[config.mk]
export PLATFORM = sky130hd
export DESIGN_NAME = uart_rx_core
export DESIGN_NICKNAME = d
export VERILOG_FILES = /design/src/rtl/uart_rx_pkg.sv /design/src/rtl/uart_rx_fifo.sv /design/src/rtl/uart_rx_core.sv
export SDC_FILE = /design/constraint.sdc
export NUM_CORES = 1
export LEC_CHECK = 0
export CAP_MARGIN = 5
export CORE_UTILIZATION = 43
export CTS_BUF_LIST = sky130_fd_sc_hd__clkbuf_8 sky130_fd_sc_hd__clkbuf_16
export DETAILED_ROUTE_END_ITERATION = 6
export PLACE_DENSITY = 0.65
export SETUP_SLACK_MARGIN = 0.1
export SKIP_CTS_REPAIR_TIMING = 1
export SYNTH_ARGS = -nofsm -noshare
export SYNTH_HDL_FRONTEND = slang
export SYNTH_SLANG_ARGS = --single-unit
[constraint.sdc]
create_clock -name clk_i -period 3.4 [get_ports clk_i]
set_input_delay 0.68 -clock clk_i [delete_from_list [all_inputs] [get_ports clk_i]]
set_output_delay 0.68 -clock clk_i [all_outputs]
set_load 0.05 [all_outputs]
[src/rtl/uart_rx_pkg.sv]
// Shared types and constants for the UART receiver: FSM state encoding,
// minimum bit divider and the newline character used by line tracking.
package uart_rx_pkg;

   typedef enum logic [2:0] {
      StIdle,
      StStart,
      StData,
      StParity,
      StStop
   } rx_state_e;

   localparam int unsigned MIN_DIV = 4;
   localparam logic [7:0]  NEWLINE = 8'h0A;

endpackage

[src/rtl/uart_rx_fifo.sv]
// First-word-fall-through FIFO with occupancy count. A pop in the same cycle
// as a push into a full FIFO frees the slot so the push is accepted.
module uart_rx_fifo #(
   parameter int unsigned DEPTH = 8,
   parameter int unsigned WIDTH = 8
) (
   input  logic                       clk_i,
   input  logic                       rst_i,
   input  logic                       push_i,
   input  logic [WIDTH-1:0]           data_i,
   input  logic                       pop_i,
   output logic [WIDTH-1:0]           data_o,
   output logic                       full_o,
   output logic                       empty_o,
   output logic [$clog2(DEPTH):0]     count_o
);

   localparam int unsigned AW = $clog2(DEPTH);
   localparam int unsigned CW = AW + 1;

   logic [WIDTH-1:0] mem_q [DEPTH];
   logic [AW-1:0]    wptr_q, wptr_d;
   logic [AW-1:0]    rptr_q, rptr_d;
   logic [CW-1:0]    count_q, count_d;
   logic             do_push, do_pop;

   always_comb begin
      empty_o = (count_q == '0);
      full_o  = (count_q == CW'(DEPTH));
      do_pop  = pop_i && !empty_o;
      do_push = push_i && (!full_o || do_pop);
      wptr_d  = do_push ? wptr_q + 1'b1 : wptr_q;
      rptr_d  = do_pop ? rptr_q + 1'b1 : rptr_q;
      count_d = count_q;
      unique case ({do_push, do_pop})
         2'b10:   count_d = count_q + 1'b1;
         2'b01:   count_d = count_q - 1'b1;
         default: count_d = count_q;
      endcase
      data_o  = empty_o ? '0 : mem_q[rptr_q];
      count_o = count_q;
   end

   always_ff @(posedge clk_i) begin
      if (rst_i) begin
         wptr_q  <= '0;
         rptr_q  <= '0;
         count_q <= '0;
      end else begin
         wptr_q  <= wptr_d;
         rptr_q  <= rptr_d;
         count_q <= count_d;
      end
   end

   // Storage needs no reset: the head is masked to zero while empty.
   always_ff @(posedge clk_i) begin
      if (do_push) begin
         mem_q[wptr_q] <= data_i;
      end
   end

endmodule

[src/rtl/uart_rx_core.sv]
// UART receiver core: synchroniser, frame FSM, sticky errors and RX FIFO.
// Optional line tracking (line_done_o / line_len_o) is built with UART_RX_LINE_EN.
module uart_rx_core
   import uart_rx_pkg::*;
#(
   parameter int unsigned FIFO_DEPTH  = 8,
   parameter int unsigned DIV_W       = 16,
   parameter int unsigned SYNC_STAGES = 2,
   parameter int unsigned LINE_LEN_W  = 8
) (
   input  logic                          clk_i,
   input  logic                          rst_i,
   input  logic                          cfg_en_i,
   input  logic [DIV_W-1:0]              cfg_div_i,
   input  logic [1:0]                    cfg_bits_i,
   input  logic                          cfg_parity_en_i,
   input  logic                          cfg_parity_odd_i,
   input  logic                          cfg_stop2_i,
   input  logic                          rx_i,
   output logic [7:0]                    data_o,
   output logic                          valid_o,
   input  logic                          ready_i,
   output logic [$clog2(FIFO_DEPTH):0]   fifo_count_o,
   output logic                          err_parity_o,
   output logic                          err_frame_o,
   output logic                          err_overflow_o,
   input  logic                          err_clr_i,
   output logic                          line_done_o,
   output logic [LINE_LEN_W-1:0]         line_len_o
);

   logic [SYNC_STAGES-1:0] sync_q;
   logic                   rx_prev_q;
   logic                   rx_s, fall;

   rx_state_e         state_q, state_d;
   logic [DIV_W-1:0]  cnt_q, cnt_d;
   logic [2:0]        bit_q, bit_d;
   logic [7:0]        shift_q, shift_d;
   logic              par_err_q, par_err_d;
   logic              frame_bad_q, frame_bad_d;
   logic              stop2nd_q, stop2nd_d;
   logic              err_par_q, err_par_d;
   logic              err_frm_q, err_frm_d;
   logic              err_ovf_q, err_ovf_d;

   logic [DIV_W-1:0]  div_eff, half;
   logic [2:0]        last_bit;
   logic              tick, push, push_ok, pop_ok, set_par, set_frm;
   logic              fifo_full, fifo_empty;

   assign rx_s = sync_q[SYNC_STAGES-1];
   assign fall = rx_prev_q & ~rx_s;

   always_comb begin
      div_eff     = (cfg_div_i < DIV_W'(MIN_DIV)) ? DIV_W'(MIN_DIV) : cfg_div_i;
      half        = div_eff >> 1;
      last_bit    = 3'(cfg_bits_i) + 3'd4;
      tick        = (cnt_q == '0);
      state_d     = state_q;
      cnt_d       = tick ? cnt_q : cnt_q - 1'b1;
      bit_d       = bit_q;
      shift_d     = shift_q;
      par_err_d   = par_err_q;
      frame_bad_d = frame_bad_q;
      stop2nd_d   = stop2nd_q;
      push        = 1'b0;
      set_par     = 1'b0;
      set_frm     = 1'b0;
      unique case (state_q)
         StIdle: begin
            if (fall) begin
               cnt_d   = half - DIV_W'(1);
               state_d = StStart;
            end
         end
         StStart: begin
            if (tick) begin
               if (rx_s) begin
                  state_d = StIdle;
               end else begin
                  cnt_d       = div_eff - DIV_W'(1);
                  bit_d       = '0;
                  shift_d     = '0;
                  par_err_d   = 1'b0;
                  frame_bad_d = 1'b0;
                  stop2nd_d   = 1'b0;
                  state_d     = StData;
               end
            end
         end
         StData: begin
            if (tick) begin
               shift_d[bit_q] = rx_s;
               bit_d          = bit_q + 1'b1;
               cnt_d          = div_eff - DIV_W'(1);
               if (bit_q == last_bit) begin
                  state_d = cfg_parity_en_i ? StParity : StStop;
               end
            end
         end
         StParity: begin
            if (tick) begin
               par_err_d = rx_s ^ (^shift_q) ^ cfg_parity_odd_i;
               cnt_d     = div_eff - DIV_W'(1);
               state_d   = StStop;
            end
         end
         StStop: begin
            if (tick) begin
               set_frm = ~rx_s;
               if (cfg_stop2_i && !stop2nd_q) begin
                  stop2nd_d   = 1'b1;
                  frame_bad_d = frame_bad_q | ~rx_s;
                  cnt_d       = div_eff - DIV_W'(1);
               end else begin
                  // Good frames only: a bad stop bit discards the character.
                  push    = ~frame_bad_q & rx_s;
                  set_par = push & par_err_q;
                  state_d = StIdle;
               end
            end
         end
         default: state_d = StIdle;
      endcase
      if (!cfg_en_i) begin
         state_d = StIdle;
         push    = 1'b0;
         set_par = 1'b0;
         set_frm = 1'b0;
      end
      pop_ok    = ready_i & ~fifo_empty;
      push_ok   = push & (~fifo_full | pop_ok);
      err_par_d = set_par | (err_par_q & ~err_clr_i);
      err_frm_d = set_frm | (err_frm_q & ~err_clr_i);
      err_ovf_d = (push & ~push_ok) | (err_ovf_q & ~err_clr_i);
   end

   always_ff @(posedge clk_i) begin
      if (rst_i) begin
         sync_q      <= '1;
         rx_prev_q   <= 1'b1;
         state_q     <= StIdle;
         cnt_q       <= '0;
         bit_q       <= '0;
         shift_q     <= '0;
         par_err_q   <= 1'b0;
         frame_bad_q <= 1'b0;
         stop2nd_q   <= 1'b0;
         err_par_q   <= 1'b0;
         err_frm_q   <= 1'b0;
         err_ovf_q   <= 1'b0;
      end else begin
         sync_q      <= {sync_q[SYNC_STAGES-2:0], rx_i};
         rx_prev_q   <= rx_s;
         state_q     <= state_d;
         cnt_q       <= cnt_d;
         bit_q       <= bit_d;
         shift_q     <= shift_d;
         par_err_q   <= par_err_d;
         frame_bad_q <= frame_bad_d;
         stop2nd_q   <= stop2nd_d;
         err_par_q   <= err_par_d;
         err_frm_q   <= err_frm_d;
         err_ovf_q   <= err_ovf_d;
      end
   end

   assign err_parity_o   = err_par_q;
   assign err_frame_o    = err_frm_q;
   assign err_overflow_o = err_ovf_q;
   assign valid_o        = ~fifo_empty;

   uart_rx_fifo #(
      .DEPTH (FIFO_DEPTH),
      .WIDTH (8)
   ) u_fifo (
      .clk_i   (clk_i),
      .rst_i   (rst_i),
      .push_i  (push),
      .data_i  (shift_q),
      .pop_i   (ready_i),
      .data_o  (data_o),
      .full_o  (fifo_full),
      .empty_o (fifo_empty),
      .count_o (fifo_count_o)
   );

`ifdef UART_RX_LINE_EN
   logic [LINE_LEN_W-1:0] line_cnt_q, line_cnt_d;
   logic [LINE_LEN_W-1:0] line_len_q, line_len_d;
   logic                  line_done_q, line_done_d;

   always_comb begin
      line_cnt_d  = line_cnt_q;
      line_len_d  = line_len_q;
      line_done_d = 1'b0;
      if (push_ok) begin
         if (shift_q == NEWLINE) begin
            line_len_d  = line_cnt_q;
            line_cnt_d  = '0;
            line_done_d = 1'b1;
         end else if (line_cnt_q != '1) begin
            line_cnt_d = line_cnt_q + 1'b1;
         end
      end
   end

   always_ff @(posedge clk_i) begin
      if (rst_i) begin
         line_cnt_q  <= '0;
         line_len_q  <= '0;
         line_done_q <= 1'b0;
      end else begin
         line_cnt_q  <= line_cnt_d;
         line_len_q  <= line_len_d;
         line_done_q <= line_done_d;
      end
   end

   assign line_done_o = line_done_q;
   assign line_len_o  = line_len_q;
`else
   assign line_done_o = 1'b0;
   assign line_len_o  = '0;
`endif

endmodule
**Word level (Yosys, flattened, before mapping)**

Memories as Yosys holds them, arrays and structs flattened. A register that Yosys moved wholly into a read port is not among the register bits.
Index checks and enable logic that the tools add are counted.
W data, S select, Z words.

- Register bits after elaboration: 49
- Bits in latches: 0
- Memory bits (writable): 64
- Bits in read-only memories: 0
- Input bits: 27
- Output and inout port bits: 25
- Logic and storage cells: 147
- Memories kept: 1

Memory list:

| name | depth | bits a word | read ports | clocked after Yosys merged registers in | wr ports | RTL line | RTL |
|---|---|---|---|---|---|---|---|
| u_fifo.mem_q | 8 | 8 | 1 | 1 | 1 | uart_rx_fifo.sv:21 | `logic [WIDTH-1:0] mem_q [DEPTH];` |

- Add/sub/neg operators: 9
- Multipliers: 0
- Div/mod/pow operators: 0
- Magnitude comparators: 3
- Equal/unequal tests: 17
- Shift operators: 0
- Muxes and demuxes: 57
- Bitwise gates (word level): 23
- Reductions and logical operators: 22

Operators by type and width:

| cell | count |
|---|---|
| $mux W16 | 8 |
| $pmux W16 S4 | 1 |
| $mux W3 | 13 |
| $mux W8 | 4 |
| $sub A16 B1 Y16 const B | 2 |
| $mux W1 | 21 |
| $ne A2 B2 Y1 const B | 9 |
| $logic_not A16 Y1 | 1 |
| $lt A16 B3 Y1 const B | 1 |
| $pmux W8 S2 | 1 |
| $sub A15 B1 Y16 const B | 1 |
| $pmux W3 S5 | 1 |
| $add A3 B1 Y3 const B | 3 |
| $and A1 B1 Y1 | 9 |
| $bwmux W8 | 1 |
| $pmux W4 S2 | 1 |
| $reduce_and A4 Y1 | 2 |
| $reduce_bool A2 Y1 | 4 |
| $reduce_xor A8 Y1 | 1 |
| $not A1 Y1 | 7 |
| $reduce_and A7 Y1 | 1 |
| $eq A3 B2 Y1 const B | 2 |
| $pmux W1 S2 | 3 |
| $pmux W3 S2 | 1 |
| other kinds (22) | 33 |

**Depth between registers and ports, before layout**

- Word-level depth: 10
- Depth in mapped cells: 12
- Depth with buffers taken out: 12

**Cells and area by module**

A second synthesis with hierarchy kept.

- Cells, all modules: 568
- Area, all modules: 6,130.9 µm²

Modules (own cells, without submodules):

| module | instances | cells an instance | area each (µm²) | seq. area each (µm²) |
|---|---|---|---|---|
| uart_rx_fifo | 1 | 184 | 3,160.5 | 2,182.1 |
| uart_rx_core | 1 | 384 | 2,970.3 | 780.7 |

**Worst setup path after synthesis**

OpenSTA, ideal clock, no wires.

- Path kind: input port to flip-flop
- From: input cfg_div_i[7]
- To: register cnt_q[12]
- Library setup time: 0.122 ns
- Arrival: 3.201 ns
- Data required time: 3.278 ns
- Path slack: 0.078 ns
- Stages: 10
- Buffers on the path: 1
- Cell sequence: clkbuf_1 nor4_4 nand4_1 nand2_1 ha_1 or3b_1 a2111oi_2 nand2_1 xnor2_1 a221o_1

- Cells in the longest elaborated chain, start to end: 6
- Elaborated cells between the ends (all ways): 11
- Classes of those cells: 2 x add/sub; 1 x order compare; 8 x mux

Ends and longest elaborated chain:

| item | RTL line | RTL |
|---|---|---|
| start, declared | uart_rx_core.sv:14 | `input logic [DIV_W-1:0] cfg_div_i,` |
| $lt A16 B3 Y1 | uart_rx_core.sv:56 | `div_eff = (cfg_div_i < DIV_W'(MIN_DIV)) ? DIV_W'(MIN_DIV) : cfg_div_i;` |
| $mux W16 * | uart_rx_core.sv:56 |  |
| $sub A16 B1 Y16 | -- |  |
| $mux W16 (on tied branches) | uart_rx_core.sv:112, uart_rx_core.sv:79 |  |
| $mux W16 (on tied branches) | uart_rx_core.sv:110, uart_rx_core.sv:78 |  |
| $pmux W16 S4 * | uart_rx_core.sv:70 | `unique case (state_q)` |
| end signal, assigned | uart_rx_core.sv:157 | `cnt_q <= cnt_d;` |
| end, declared | uart_rx_core.sv:37 | `logic [DIV_W-1:0] cnt_q, cnt_d;` |

Mark *: on every way between the ends. The rest lies on a longest branch, timed or not.
A chain may end at the register's enable or synchronous reset.

**Final worst setup path**

- From: input cfg_div_i[12]
- To: register cnt_q[9]

- Cells in the longest elaborated chain, start to end: 6
- Elaborated cells between the ends (all ways): 11
- Classes of those cells: 2 x add/sub; 1 x order compare; 8 x mux

Ends and longest elaborated chain:

| item | RTL line |
|---|---|
| $lt A16 B3 Y1 * | uart_rx_core.sv:56 |
| $mux W16 * | uart_rx_core.sv:56 |
| $sub A16 B1 Y16 | -- |
| $mux W16 (on tied branches) | uart_rx_core.sv:112, uart_rx_core.sv:79 |
| $mux W16 (on tied branches) | uart_rx_core.sv:110, uart_rx_core.sv:78 |
| $pmux W16 S4 * | uart_rx_core.sv:70 |

Marks and branches as above.

==> flow_summary_export.csv <==
group,metric,value,unit
setup_path,end_kind,"flop",
logic_synthesis,ys_warn_count,0,
cts,clkSinkCount,116,
global_route,antenna_found_initial,0,
placement,postPlaceCellArea,7407,sq um
detailed_routing,initialDrtViolationCount,596,
placement,dp_hpwl,11980,um
pwr,p_leak,2.798,nW
placement,routabilityCongestion,0.9093,
setup_path,cp_max_fo,7,
sta,max_freq,313.3,MHz
logic_synthesis,syn_area,6461,sq um
sta,period_minus_slack,3.192,ns
detailed_routing,drt-pass1-iter-count,5,
logic_synthesis,synthCells,603,
finish,final_cell_mix,"edfxtp_1 (64), buf_4 (59), dfxtp_1 (52), nor2_1 (48), nand2_1 (41)",
logic_synthesis,async_flop_share,0,%
detailed_routing,final_antenna_net_count,0,
global_route,grt_max_degree,20,
logic_synthesis,syn_area_per_cell,10.72,sq um
cts,root_buffer,"clkbuf_16",
logic_synthesis,ys_types,88,
placement,place_ws,-0.2068,ns
finish,layout.nets,731,
global_route,grt_use_total,22.41,%
setup_path,cp-start-kind,"input pin",
pwr,ir_worst_vdd,0.4310,mV
floorplan,start_util,44.29,%
pwr,powerDensity,708.3,nW/um^2
finish,final_common_cell,"edfxtp_1",
floorplan,die_h,124.6,um
detailed_routing,wl_per_cell,18.66,um
floorplan,ioPinCount,52,
detailed_routing,drc_errors,0,
sta,clock_skew,0.007063,ns
finish,fin_area,8029,sq um
sta,tightest_slew,0.8490,ns
placement,port_buffers,42,
logic_synthesis,synth_edf_count,64,
floorplan,die_area,15520,sq um
global_route,first_global_vias,5143,
setup_path,critPathArrivalTime,3.48,ns
cts,cts_tree,"yes",
floorplan,die_x,124.6,um
finish,layout-drive-gt1-share,20.08,%
status,status,"finished, final reports clean",
sta,period_share,93.88,%
finish,antenna_cells,0,
sta,rsz0062_at_grt,"yes",
setup_path,worstPathRequired,3.69,ns
sta,drv_slew,0,
detailed_routing,via_per_inst,5.889,
detailed_routing,finalWirelength,16630,um
sta,relSlewSlack,42.65,%
floorplan,placementRows,44,
logic_synthesis,ys_ff_latch,116,
floorplan,coreArea,14590,sq um
sta,setup_slack,0.2082,ns
finish,area_growth,24.26,%
cts,cts_made_buffers,17,
flow_run,maxCapViolCount,0,
global_route,gr-total-overflow,0,
min_path,hold_path.class,"reg2reg",
sta,setup_tns,0,ns
cts,worst_skew_pair.late_latency,0.42,ns
sta,hold_viol_final,0,
detailed_routing,num_vias,5247,
logic_synthesis,synthFlopType,"edfxtp_1",
pwr,power.total,5.687,mW
cts,clk_pin_slew,0.05,ns
global_route,grt_first_pass_wirelength,27150,um
logic_synthesis,ys_seq_area_share,45.86,%
cts,clockBufferDepth,2,
setup_path,critical_path_class,"in2reg",
sta,setup_viol,0,
cts,htreeDepth,4,
==> cell families (layout without fill, tap and decap cells) <==
kind of cell | after synthesis | in the layout | share of synthesized area, %
and+or+nand+nor | 224 | 224 | 20.62
AOI/OAI and AO/OA | 138 | 138 | 15.20
DFF | 116 | 116 | 45.86
buffers and inverters | 51 | 147 | 3.757
xor gates and xnor gates | 33 | 33 | 4.686
muxes | 30 | 30 | 7.765
adders and majority gates | 10 | 10 | 2.053
other | 1 | 9 | 0.05804
==> metal layers <==
metal | track usage (%) | vias to the layer above | wire length [um]
li1 | - | 2479 | -
met1 | 29.99 | 2564 | 7454
met2 | 34.87 | 177 | 7831
met3 | 5.842 | 27 | 993
met4 | 8.079 | 0 | 345
met5 | 0 | - | 0
==> final timing paths <==
path | from | end | slack, ns | cells past startpoint
max | cfg_div_i[12] | cnt_q[9] | 0.21 | 10
min | sync_q[0] | sync_q[1] | 0.41 | 1
max reg2reg | state_q[1] | u_fifo.count_o[3] | 0.40 | 11
min reg2reg | sync_q[0] | sync_q[1] | 0.41 | 1
==> critical path: stages <==
cell and delay (ns):
clkdlybuf4s50_1 0.53, nor4_4 0.07, buf_4 0.17, a41oi_1 0.37, ha_1 0.23, or4b_4 0.51
or4_1 0.48, o21a_1 0.20, o21ai_1 0.13, o211ai_1 0.10
==> Yosys cell counts, types with 5 or more instances <==
master | number | share of area, %
nor4_1 | 7 | 0.68
nor2_1 | 48 | 2.8
clkbuf_1 | 19 | 1.1
o211ai_1 | 14 | 1.6
a31oi_1 | 5 | 0.48
or2_2 | 7 | 0.68
mux2i_1 | 13 | 2.0
xor2_1 | 12 | 1.6
nand4_1 | 15 | 1.5
nand3_1 | 16 | 1.2
xnor2_1 | 20 | 2.7
nand2b_1 | 11 | 1.1
nand2_1 | 42 | 2.4
o21a_1 | 6 | 0.70
or4_1 | 6 | 0.70
a21oi_1 | 32 | 2.5
buf_4 | 10 | 1.2
edfxtp_1 | 64 | 30
or3_1 | 6 | 0.58
mux4_2 | 16 | 5.6
o21ai_0 | 27 | 2.1
dfxtp_1 | 52 | 16
nor3_1 | 17 | 1.3
ha_1 | 9 | 1.7
buf_2 | 5 | 0.39
nor2b_1 | 11 | 1.1
inv_1 | 12 | 0.70
==> registers in the layout, summed over array words and instances (netlist names), 2 cells and up, named ones only <==
name / count
u_fifo.rptr_q: 3
u_fifo.wptr_q: 3
sync_q: 2
bit_q: 3
u_fifo.count_o: 4
u_fifo.mem_q: 64
state_q: 3
shift_q: 8
cnt_q: 16
==> through the flow <==
stage	utilization [%]	hold WS [ns]	std cells
after floorplan	-	0.3895	611
after global placement	50.77	0.3978	859
after detailed placement	50.77	0.4023	859
after CTS	54.95	0.4155	891
after global routing	55.03	0.4453	891
final	55.03	0.4109	891
==> cell type report <==
type	count	area [sq um]
multi-input combinational	444	3301
clock inverter	13	156.4
sequential	116	2963
timing repair buffer	101	873.3
tap	184	230.2
fill	1199	6560
inverter	14	52.55
clock buffer	19	452.9
==> power by group <==
part           total (mW)  internal (mW)  switching, mW
logic                2.17          0.793           1.38
registers            1.70           1.56          0.131
clock network        1.82           1.19          0.633
Note: power is estimated with default switching activity, not from simulation.
